--- src/rtl/rsa_modexp_sequencer_if.sv ---
// Signal bundle between the modexp sequencer and its surroundings: key load,
// message input stream, result output stream, engine handshake and status.
interface rsa_modexp_sequencer_if #(
  parameter int CNT_W = 16
) ();
  logic             key_load;
  logic [31:0]      key_e;
  logic [31:0]      key_n;
  logic             in_valid;
  logic [31:0]      in_data;
  logic             in_ready;
  logic             out_valid;
  logic [31:0]      out_data;
  logic             out_ready;
  logic             modexp_ready;
  logic [31:0]      modexp_base;
  logic [31:0]      modexp_power;
  logic [31:0]      modexp_e;
  logic [31:0]      modexp_denominator;
  logic             modexp_done;
  logic [31:0]      modexp_result;
  logic             busy;
  logic             timeout_err;
  logic [CNT_W-1:0] words_done;

  // Sequencer side
  modport master (
    input  key_load, key_e, key_n, in_valid, in_data, out_ready,
           modexp_done, modexp_result,
    output in_ready, out_valid, out_data, modexp_ready, modexp_base,
           modexp_power, modexp_e, modexp_denominator, busy, timeout_err,
           words_done
  );

  // Host / engine side
  modport slave (
    output key_load, key_e, key_n, in_valid, in_data, out_ready,
           modexp_done, modexp_result,
    input  in_ready, out_valid, out_data, modexp_ready, modexp_base,
           modexp_power, modexp_e, modexp_denominator, busy, timeout_err,
           words_done
  );
endinterface

--- src/rtl/rsa_modexp_sequencer.sv ---
// Buffers message words in a small FIFO and walks each one through the modexp
// engine's four-phase ready/done handshake, returning results on a valid/ready stream.
module rsa_modexp_sequencer #(
  parameter int FIFO_DEPTH     = 4,
  parameter int TIMEOUT_CYCLES = 1048576,
  parameter int CNT_W          = 16
) (
  input  logic                   clk,
  input  logic                   reset,
  rsa_modexp_sequencer_if.master bus
);

  localparam int PTR_W = $clog2(FIFO_DEPTH);
  localparam int TO_W  = $clog2(TIMEOUT_CYCLES) + 1;

  typedef enum logic [2:0] {
    IDLE,
    LOAD,
    ISSUE,
    RELEASE,
    EMIT
  } state_t;

  state_t           state, state_nxt;

  logic [31:0]      mem [FIFO_DEPTH];
  logic [PTR_W-1:0] wr_ptr, rd_ptr;
  logic [PTR_W:0]   count, count_nxt;
  logic             full_q;
  logic             push, pop;

  logic [31:0]      key_e_q, key_n_q;
  logic             key_ok, key_take;
  logic [31:0]      power_q, out_data_q;
  logic [TO_W-1:0]  phase_cnt;
  logic             phase_expired;
  logic             issue_timeout, release_timeout;
  logic             drop_q;
  logic             timeout_err_q;
  logic [CNT_W-1:0] words_done_q;

  assign key_ok          = key_n_q >= 32'd2;
  assign key_take        = bus.key_load && (state == IDLE);
  assign push            = bus.in_valid && !full_q;
  assign pop             = (state == IDLE) && (state_nxt == LOAD);
  assign phase_expired   = phase_cnt == TO_W'(TIMEOUT_CYCLES - 1);
  assign issue_timeout   = (state == ISSUE) && !bus.modexp_done && phase_expired;
  assign release_timeout = (state == RELEASE) && bus.modexp_done && phase_expired;

  // LOAD also waits out a stale done so a request never overlaps the previous done.
  always_comb begin
    state_nxt = state;
    case (state)
      IDLE:    if ((count != '0) && key_ok) state_nxt = LOAD;
      LOAD:    if (!bus.modexp_done) state_nxt = ISSUE;
      ISSUE:   if (bus.modexp_done || phase_expired) state_nxt = RELEASE;
      RELEASE: begin
        if (!bus.modexp_done) state_nxt = drop_q ? IDLE : EMIT;
        else if (phase_expired) state_nxt = IDLE;
      end
      EMIT:    if (bus.out_ready) state_nxt = IDLE;
      default: state_nxt = IDLE;
    endcase
  end

  always_comb begin
    count_nxt = count;
    if (push && !pop) count_nxt = count + (PTR_W+1)'(1);
    else if (!push && pop) count_nxt = count - (PTR_W+1)'(1);
  end

  always_ff @(posedge clk or posedge reset) begin
    if (reset) begin
      state  <= IDLE;
      wr_ptr <= '0;
      rd_ptr <= '0;
      count  <= '0;
      full_q <= 1'b0;
    end else begin
      state  <= state_nxt;
      count  <= count_nxt;
      full_q <= count_nxt == (PTR_W+1)'(FIFO_DEPTH);
      if (push) wr_ptr <= wr_ptr + PTR_W'(1);
      if (pop)  rd_ptr <= rd_ptr + PTR_W'(1);
    end
  end

  always_ff @(posedge clk) begin
    if (push) mem[wr_ptr] <= bus.in_data;
  end

  always_ff @(posedge clk or posedge reset) begin
    if (reset) begin
      key_e_q       <= 32'd1;
      key_n_q       <= 32'd0;
      power_q       <= 32'd0;
      out_data_q    <= 32'd0;
      phase_cnt     <= '0;
      drop_q        <= 1'b0;
      timeout_err_q <= 1'b0;
      words_done_q  <= '0;
    end else begin
      if (key_take) begin
        key_e_q <= bus.key_e;
        key_n_q <= bus.key_n;
      end
      if (pop) power_q <= mem[rd_ptr];
      if ((state == ISSUE) && bus.modexp_done) out_data_q <= bus.modexp_result;
      if (state_nxt != state) phase_cnt <= '0;
      else if ((state == ISSUE) || (state == RELEASE)) phase_cnt <= phase_cnt + TO_W'(1);
      // A timed-out word is dropped once the engine side settles.
      if (pop) drop_q <= 1'b0;
      else if (issue_timeout) drop_q <= 1'b1;
      if (key_take) timeout_err_q <= 1'b0;
      else if (issue_timeout || release_timeout) timeout_err_q <= 1'b1;
      if ((state == EMIT) && bus.out_ready) words_done_q <= words_done_q + CNT_W'(1);
    end
  end

  assign bus.in_ready           = !full_q;
  assign bus.out_valid          = state == EMIT;
  assign bus.out_data           = out_data_q;
  assign bus.modexp_ready       = state == ISSUE;
  assign bus.modexp_base        = 32'd1;
  assign bus.modexp_power       = power_q;
  assign bus.modexp_e           = key_e_q;
  assign bus.modexp_denominator = key_n_q;
  assign bus.busy               = (state != IDLE) || (count != '0);
  assign bus.timeout_err        = timeout_err_q;
  assign bus.words_done         = words_done_q;

endmodule
--- src/flat_wrapper.sv ---
// flat-port wrapper written by rule: the top's interface ports become plain ports
module rsa_modexp_sequencer_flat 
#(
  parameter int FIFO_DEPTH     = 4,
  parameter int TIMEOUT_CYCLES = 1048576,
  parameter int CNT_W          = 16
)
  (clk, reset, bus_key_load, bus_key_e, bus_key_n, bus_in_valid, bus_in_data, bus_out_ready, bus_modexp_done, bus_modexp_result, bus_in_ready, bus_out_valid, bus_out_data, bus_modexp_ready, bus_modexp_base, bus_modexp_power, bus_modexp_e, bus_modexp_denominator, bus_busy, bus_timeout_err, bus_words_done);
  rsa_modexp_sequencer_if #(.CNT_W(CNT_W)) bus_i ();
  input  logic clk;
  input  logic reset;
  input wire logic [$bits(bus_i.key_load)-1:0] bus_key_load;
  input wire logic [$bits(bus_i.key_e)-1:0] bus_key_e;
  input wire logic [$bits(bus_i.key_n)-1:0] bus_key_n;
  input wire logic [$bits(bus_i.in_valid)-1:0] bus_in_valid;
  input wire logic [$bits(bus_i.in_data)-1:0] bus_in_data;
  input wire logic [$bits(bus_i.out_ready)-1:0] bus_out_ready;
  input wire logic [$bits(bus_i.modexp_done)-1:0] bus_modexp_done;
  input wire logic [$bits(bus_i.modexp_result)-1:0] bus_modexp_result;
  output wire logic [$bits(bus_i.in_ready)-1:0] bus_in_ready;
  output wire logic [$bits(bus_i.out_valid)-1:0] bus_out_valid;
  output wire logic [$bits(bus_i.out_data)-1:0] bus_out_data;
  output wire logic [$bits(bus_i.modexp_ready)-1:0] bus_modexp_ready;
  output wire logic [$bits(bus_i.modexp_base)-1:0] bus_modexp_base;
  output wire logic [$bits(bus_i.modexp_power)-1:0] bus_modexp_power;
  output wire logic [$bits(bus_i.modexp_e)-1:0] bus_modexp_e;
  output wire logic [$bits(bus_i.modexp_denominator)-1:0] bus_modexp_denominator;
  output wire logic [$bits(bus_i.busy)-1:0] bus_busy;
  output wire logic [$bits(bus_i.timeout_err)-1:0] bus_timeout_err;
  output wire logic [$bits(bus_i.words_done)-1:0] bus_words_done;
  assign bus_i.key_load = bus_key_load;
  assign bus_i.key_e = bus_key_e;
  assign bus_i.key_n = bus_key_n;
  assign bus_i.in_valid = bus_in_valid;
  assign bus_i.in_data = bus_in_data;
  assign bus_i.out_ready = bus_out_ready;
  assign bus_i.modexp_done = bus_modexp_done;
  assign bus_i.modexp_result = bus_modexp_result;
  assign bus_in_ready = bus_i.in_ready;
  assign bus_out_valid = bus_i.out_valid;
  assign bus_out_data = bus_i.out_data;
  assign bus_modexp_ready = bus_i.modexp_ready;
  assign bus_modexp_base = bus_i.modexp_base;
  assign bus_modexp_power = bus_i.modexp_power;
  assign bus_modexp_e = bus_i.modexp_e;
  assign bus_modexp_denominator = bus_i.modexp_denominator;
  assign bus_busy = bus_i.busy;
  assign bus_timeout_err = bus_i.timeout_err;
  assign bus_words_done = bus_i.words_done;
  rsa_modexp_sequencer #(.FIFO_DEPTH(FIFO_DEPTH), .TIMEOUT_CYCLES(TIMEOUT_CYCLES), .CNT_W(CNT_W)) u_core (.clk(clk), .reset(reset), .bus(bus_i));
endmodule
--- config.mk ---
export PLATFORM = sky130hd
export DESIGN_NAME = rsa_modexp_sequencer_flat
export DESIGN_NICKNAME = d
export VERILOG_FILES = /design/src/rtl/rsa_modexp_sequencer_if.sv /design/src/rtl/rsa_modexp_sequencer.sv /design/src/flat_wrapper.sv
export SDC_FILE = /design/constraint.sdc
export NUM_CORES = 1
export LEC_CHECK = 0
export ABC_AREA = 1
export CAP_MARGIN = 10
export CORE_AREA = 2 2 133 200
export DETAILED_ROUTE_END_ITERATION = 8
export DIE_AREA = 0 0 135 202
export DONT_BUFFER_PORTS = 1
export PLACE_DENSITY_LB_ADDON = 0.08
export SYNTH_ARGS = -nofsm -noshare
export SYNTH_HDL_FRONTEND = slang
export SYNTH_SLANG_ARGS = --single-unit
--- constraint.sdc ---
create_clock -name clk -period 9.1 [get_ports clk]
set_input_delay 1.82 -clock clk [delete_from_list [all_inputs] [get_ports clk]]
set_output_delay 1.82 -clock clk [all_outputs]
set_load 0.02 [all_outputs]
==> results of run 1 <==
## critical path, delay by kind of cell (launching register included)
family                 cells  cell delay (ns)
buffers and inverters      1             0.13
and+or+nand+nor            3             0.62
DFF                        1             0.44
## registers in the layout, summed over array words and instances, names as in the netlist, 3 cells and up
signal and flops:
u_core.bus.modexp_denominator 32, u_core.state 3, u_core.bus.modexp_power 32, u_core.mem 128, u_core.bus.words_done 16, u_core.count 3, u_core.phase_cnt 21, u_core.bus.out_data 32
u_core.bus.modexp_e 32
## layout by cell type, fill, tap and decap left out, types with 18 or more instances in the layout
cell type,Yosys,layout
mux2_2,89,89
a31oi_1,34,34
dfrtp_1,177,176
nor2_1,219,215
nand3_1,18,18
conb_1,2,32
o21ai_0,78,78
clkbuf_16,0,33
edfxtp_1,128,128
nor2_2,26,25
nand2_1,79,79
inv_1,56,54
xor2_1,26,26
## path summary, 6_finish.rpt
| kind | from | to | slack (ns) | depth (start not counted) |
|---|---|---|---|---|
| max | u_core.state[0] | bus_busy | 5.54 | 4 |
| max reg2reg | u_core.state[2] | u_core.phase_cnt[9] | 6.49 | 11 |
| min reg2reg | u_core.drop_q | u_core.drop_q | 0.54 | 2 |
| min in group asynchronous | reset | u_core.bus.modexp_e[31] | 1.29 | 1 |
| max in group asynchronous | reset | u_core.bus.modexp_e[5] | 6.19 | 2 |
| min | u_core.drop_q | u_core.drop_q | 0.54 | 2 |
## cells by family (layout without fill, tap and decap cells)
group | after synthesis | after routing | synth area share
AND/OR/NAND/NOR | 369 | 369 | 0.125
buffers and inverters | 132 | 118 | 0.0524
multiplexers | 90 | 90 | 0.0802
XOR/XNOR | 33 | 33 | 0.0229
adder cells (fa/ha/maj) | 9 | 9 | 0.00893
AO/OA/AOI/OAI | 120 | 120 | 0.0516
flip-flops | 306 | 306 | 0.658
other | 2 | 32 | 0.000595
## per-stage QoR
stage	worst slack, ns	area (sq um)
floorplan	2.45	12700
global placement	5.44	12800
detailed placement	5.42	12800
CTS	5.50	13900
global route	5.39	13900
finish	5.54	13900
## report_power, final
part / internal (mW) / total (mW) / switching (mW)
registers: 1.90 / 2.57 / 0.673
clock network: 0.810 / 1.34 / 0.529
logic: 0.466 / 1.26 / 0.795
total: 3.17 / 5.17 / 2.00
## per-layer routing
metal | part of all wire | up-vias | routed length [um] | GRT usage
met3 | 0.076 | 35 | 2020 | 0.0492
met4 | 0.021 | 0 | 549 | 0.0532
met1 | 0.38 | 3558 | 10100 | 0.233
met2 | 0.53 | 219 | 14000 | 0.346
met5 | 0 | - | 0 | 0
li1 | - | 3487 | - | -
## layout make-up
class | count | area [sq um]
fill | 2215 | 11700
clock buffer | 38 | 895
sequential | 306 | 8300
timing repair buffer | 7 | 52.6
multi-input combinational | 653 | 3810
clock inverter | 15 | 200
inverter | 58 | 225
tap | 333 | 417
==> impl_metrics.ini, run 1 <==
[run_status]
status = finished, final reports clean

[worst_setup_path]
crit_type = flip-flop to output port
worst-path-max-fanout = 4
crit_arrival_ns = 1.74
crit_required_ns = 7.28
critPathMaxStageDelay_ns = 0.44
cp-end-kind = output port
start_kind = flip-flop
slowest_stage = dfrtp_1
cp_cell_sequence = inv_1 > nand2_2 > nor2_1 > nand3_1

[synthesis]
syn_area_sq_um = 12600
yosys.area.top_type = dfrtp_1
yosysWarnings = 0
synth.yosys.seq_area_share = 0.658
synth_edf_count = 128
syn_avg_cell_area_sq_um = 11.9
synth_commonest_cells = nor2_1, dfrtp_1, edfxtp_1
synthDistinctLibCells = 36
yosysMostFrequentCell = nor2_1
synthTopCellsByArea = dfrtp_1, edfxtp_1, mux2_2, nor2_1, o21ai_0
syn_inst = 1061
synth_flop_cell = dfrtp_1
ys_ff_latch = 306
synthDominantCellAreaShare = 0.351
postSynth.asyncResetShare = 0.582

[cells_and_area]
area_growth_syn_to_layout_pct = 10.2
drive_gt1_frac = 0.187
nets = 1198
antenna_cells = 0
final_util = 0.543
instances_no_fill = 1410

[route]
initialDrtViolationCount = 363
via_count = 7299
routed_wl_um = 26600
antenna_left = 0
drt-pass1-iter-count = 4
wl_per_cell_um = 18.9
drc = 0
viasPerCell = 5.18

[cts]
cts_resized = 0
clk_pin_slew_ns = 0.07
clock_sinks = 306
clkLatencyLatePin_ns = 0.55
cts_tree = yes
ctsHoldBuffers = 0
htree_levels = 1
postCtsSetupRepairBufs = 0
cts_root_buffer = clkbuf_16
clk_path_buf_depth = 3
cts_buffers = 29

[sta]
slew_headroom = 0.216
finalSetupTns_ns = 0
fin_crit_sh = 0.391
min_period_ns = 3.56
hold_viol_final = 0
worstMarginPinSlew_ns = 1.17
setup_violations = 0
maxSlewViolCount = 0
whs_ns = 0.536
clock_skew_ns = 0.0165
rsz0062_at_grt = false
clock.fmax_ghz = 0.281

[global_routing]
grt_max_degree = 100
antenna_found_initial = 0
grt_first_pass_wirelength_um = 41500
gr-total-overflow = 0
grtUsageTotal = 0.195
grt_pass1_vias = 7395

[place]
gp_congestion = 0.822
dp_hpwl_um = 17400
numPortBuffers = 0
place_inst = 1357

[floorplanning]
die_area_sq_um = 27300
io_pins = 315
die_w_um = 135
die_y_um = 202
initial_core_util = 0.493
rows = 72
core_area_sq_um = 25600

[flow_run]
drv_cap = 0

[pwr]
p_per_area_nw_per_um2 = 372
power_leakage_nw = 5.54
vdd_drop_max_mv = 0.219
fin_total_pwr_mw = 5.17

[worst_hold_path]
hp-class = flip-flop to flip-flop
(Power assumes the default switching activity.)
==> run 2, diff against run 1 <==
==> constraint.sdc (replaced) <==
create_clock -name clk -period 3.6 [get_ports clk]
set_input_delay 0.72 -clock clk [delete_from_list [all_inputs] [get_ports clk]]
set_output_delay 0.72 -clock clk [all_outputs]
set_load 0.02 [all_outputs]
==> run 2 against run 1 <==
  * Non-clock buffer count rose by 5
  * Register-to-register slack got worse by 5.5 ns
  * Core utilization down 0.48 points
  * Worst setup slack lost 4.5 ns
  * Clock power increased by 120%
  * Die area stayed put
  * Wire length rose by 0.95%
  * Clock-buffer cell count unchanged
  * First-iteration DRC count shrank 15%
  * Via count increased by 0.21%
  * Largest cell class unchanged
==> impl_metrics.ini, run 2 (synthesis results as in run 1) <==
[run_status]
status = finished, final reports clean

[route]
via_count = 7314
antenna_left = 0
routed_wl_um = 26900
drt-pass1-iter-count = 4
drc = 0
initialDrtViolationCount = 309
wl_per_cell_um = 19.0
viasPerCell = 5.18

[worst_setup_path]
reg2reg_to = u_core.phase_cnt[1]
ff2ff_setup_slack_ns = 1.01
start_kind = flip-flop
ff2ff_path_depth = 11
crit_required_ns = 4.05
worst-path-max-fanout = 33
crit_arrival_ns = 3.05
reg2reg_from = u_core.state[2]
cp-end-kind = flip-flop
crit_type = flip-flop to flip-flop

[cells_and_area]
multi_input_area_sq_um = 3810
largest-register = u_core.mem
n_fill_cell = 2170
final_common_cell = nor2_1
largest_register_ffs = 128
instances_no_fill = 1412
seqCellArea_sq_um = 8300
area_growth_syn_to_layout_pct = 9.20
drive_gt1_frac = 0.179
final_cell_mix = nor2_1, dfrtp_1, edfxtp_1
nets = 1203
antenna_cells = 0

[pwr]
p_comb_frac = 0.253
p_int_mw = 7.71
p_sw_frac = 0.392
power_leakage_nw = 5.48
p_per_area_nw_per_um2 = 920
fin_total_pwr_mw = 12.7
p_seq_frac = 0.512
p_switching_mw = 4.96
vdd_drop_max_mv = 0.513
clkPwrFrac = 0.234

[sta]
clock_skew_ns = 0.0117
slew_headroom = 0.258
finalSetupTns_ns = 0
min_period_ns = 2.59
hold_viol_final = 0
setup_violations = 0
clock.fmax_ghz = 0.386
maxSlewViolCount = 0
fin_ws_ns = 1.01
worstMarginPinSlew_ns = 1.11
fin_crit_sh = 0.720
rsz0062_at_grt = false

[global_routing]
grt_pass1_vias = 7464
grtUsageMet3 = 0.0539
grtUsageTotal = 0.194
antenna_found_initial = 0
grt_first_pass_wirelength_um = 41400
met1_usage = 0.225
top_usage_layer = met2
grt_max_degree = 81
gr-total-overflow = 0
met2_usage = 0.347

[flow_run]
drv_cap = 0

[floorplanning]
die_w_um = 135
initial_core_util = 0.493
core_area_sq_um = 25600
die_y_um = 202
rows = 72
io_pins = 315
die_area_sq_um = 27300

[cts]
cts_buffers = 29
postCtsSetupRepairBufs = 0
clk_path_buf_depth = 3
clkLatencyLatePin_ns = 0.54
cts_root_buffer = clkbuf_16
htree_levels = 1
clk_pin_slew_ns = 0.07
clock_sinks = 306
cts_resized = 0
cts_tree = yes
ctsHoldBuffers = 0

[place]
place_inst = 1362
pre_cts_slack_ns = 0.950
gp_congestion = 0.842
dp_hpwl_um = 17700
numPortBuffers = 0

[worst_hold_path]
hp-class = input port to async pin
## run 2: cell types whose count changed in the layout (fill, tap and decap cells not counted), sizes merged
cell,previous run,this run
inv,60,57
clkinv,8,9
bufinv,4,3
buf,7,12
## run 2: worst max-delay path by stage
stage                                from                               end  slack, ns  cells after the start
final                     u_core.state[2]               u_core.phase_cnt[1]       1.01                     11
after global routing      u_core.state[2]               u_core.phase_cnt[1]       0.74                     11
after CTS                 u_core.state[2]               u_core.phase_cnt[1]       0.94                     11
after detailed placement  u_core.state[2]               u_core.phase_cnt[1]       0.95                     11
after global placement    u_core.state[2]               u_core.phase_cnt[1]        1.0                     11
after floorplan                     reset  u_core.bus.modexp_denominator[0]       0.60                      1
## run 2: layer usage
metal / vias to the layer above / wire, um
met5: - / 0
met4: 0 / 737
met3: 46 / 2130
met2: 226 / 14000
met1: 3559 / 10000
li1: 3483 / -
## run 2: power groups by stage
stage	combinational, mW	clock, mW	sequential, mW
floorplan	2.64	0	6.28
global placement	3.22	0	6.57
detailed placement	3.28	0	6.58
CTS	3.28	3.03	6.52
global route	3.66	3.14	6.63
finish	3.21	2.97	6.49
## run 2: stage by stage
stage / utilization / area [sq um] / hold slack [ns]
6_report: 0.538 / 13800 / 0.152
5_1_grt: 0.538 / 13800 / 0.180
4_1_cts: 0.538 / 13800 / 0.148
2_1_floorplan: - / 12700 / 0.496
3_5_place_dp: 0.503 / 12900 / 0.544
3_3_place_gp: 0.503 / 12900 / 0.527
## run 2: area by class of cell
type / count / area share
Timing Repair Buffer: 12 / 0.00836
Clock inverter: 12 / 0.00954
Multi-Input combinational cell: 653 / 0.276
Inverter: 58 / 0.0163
Clock buffer: 38 / 0.0566
Tap cell: 333 / 0.0303
Sequential cell: 306 / 0.603
## run 2: critical path, cell delays in order (launching register included)
cell and delay, ns:
dfrtp_1 0.47, inv_4 0.14, nand2_4 0.12, nor2_4 0.28, nand2_4 0.32, o21ai_2 0.15
a21oi_2 0.05, nand3_1 0.10, nand2_1 0.06, nand2_1 0.07, nand3_2 0.49, nor2_1 0.24
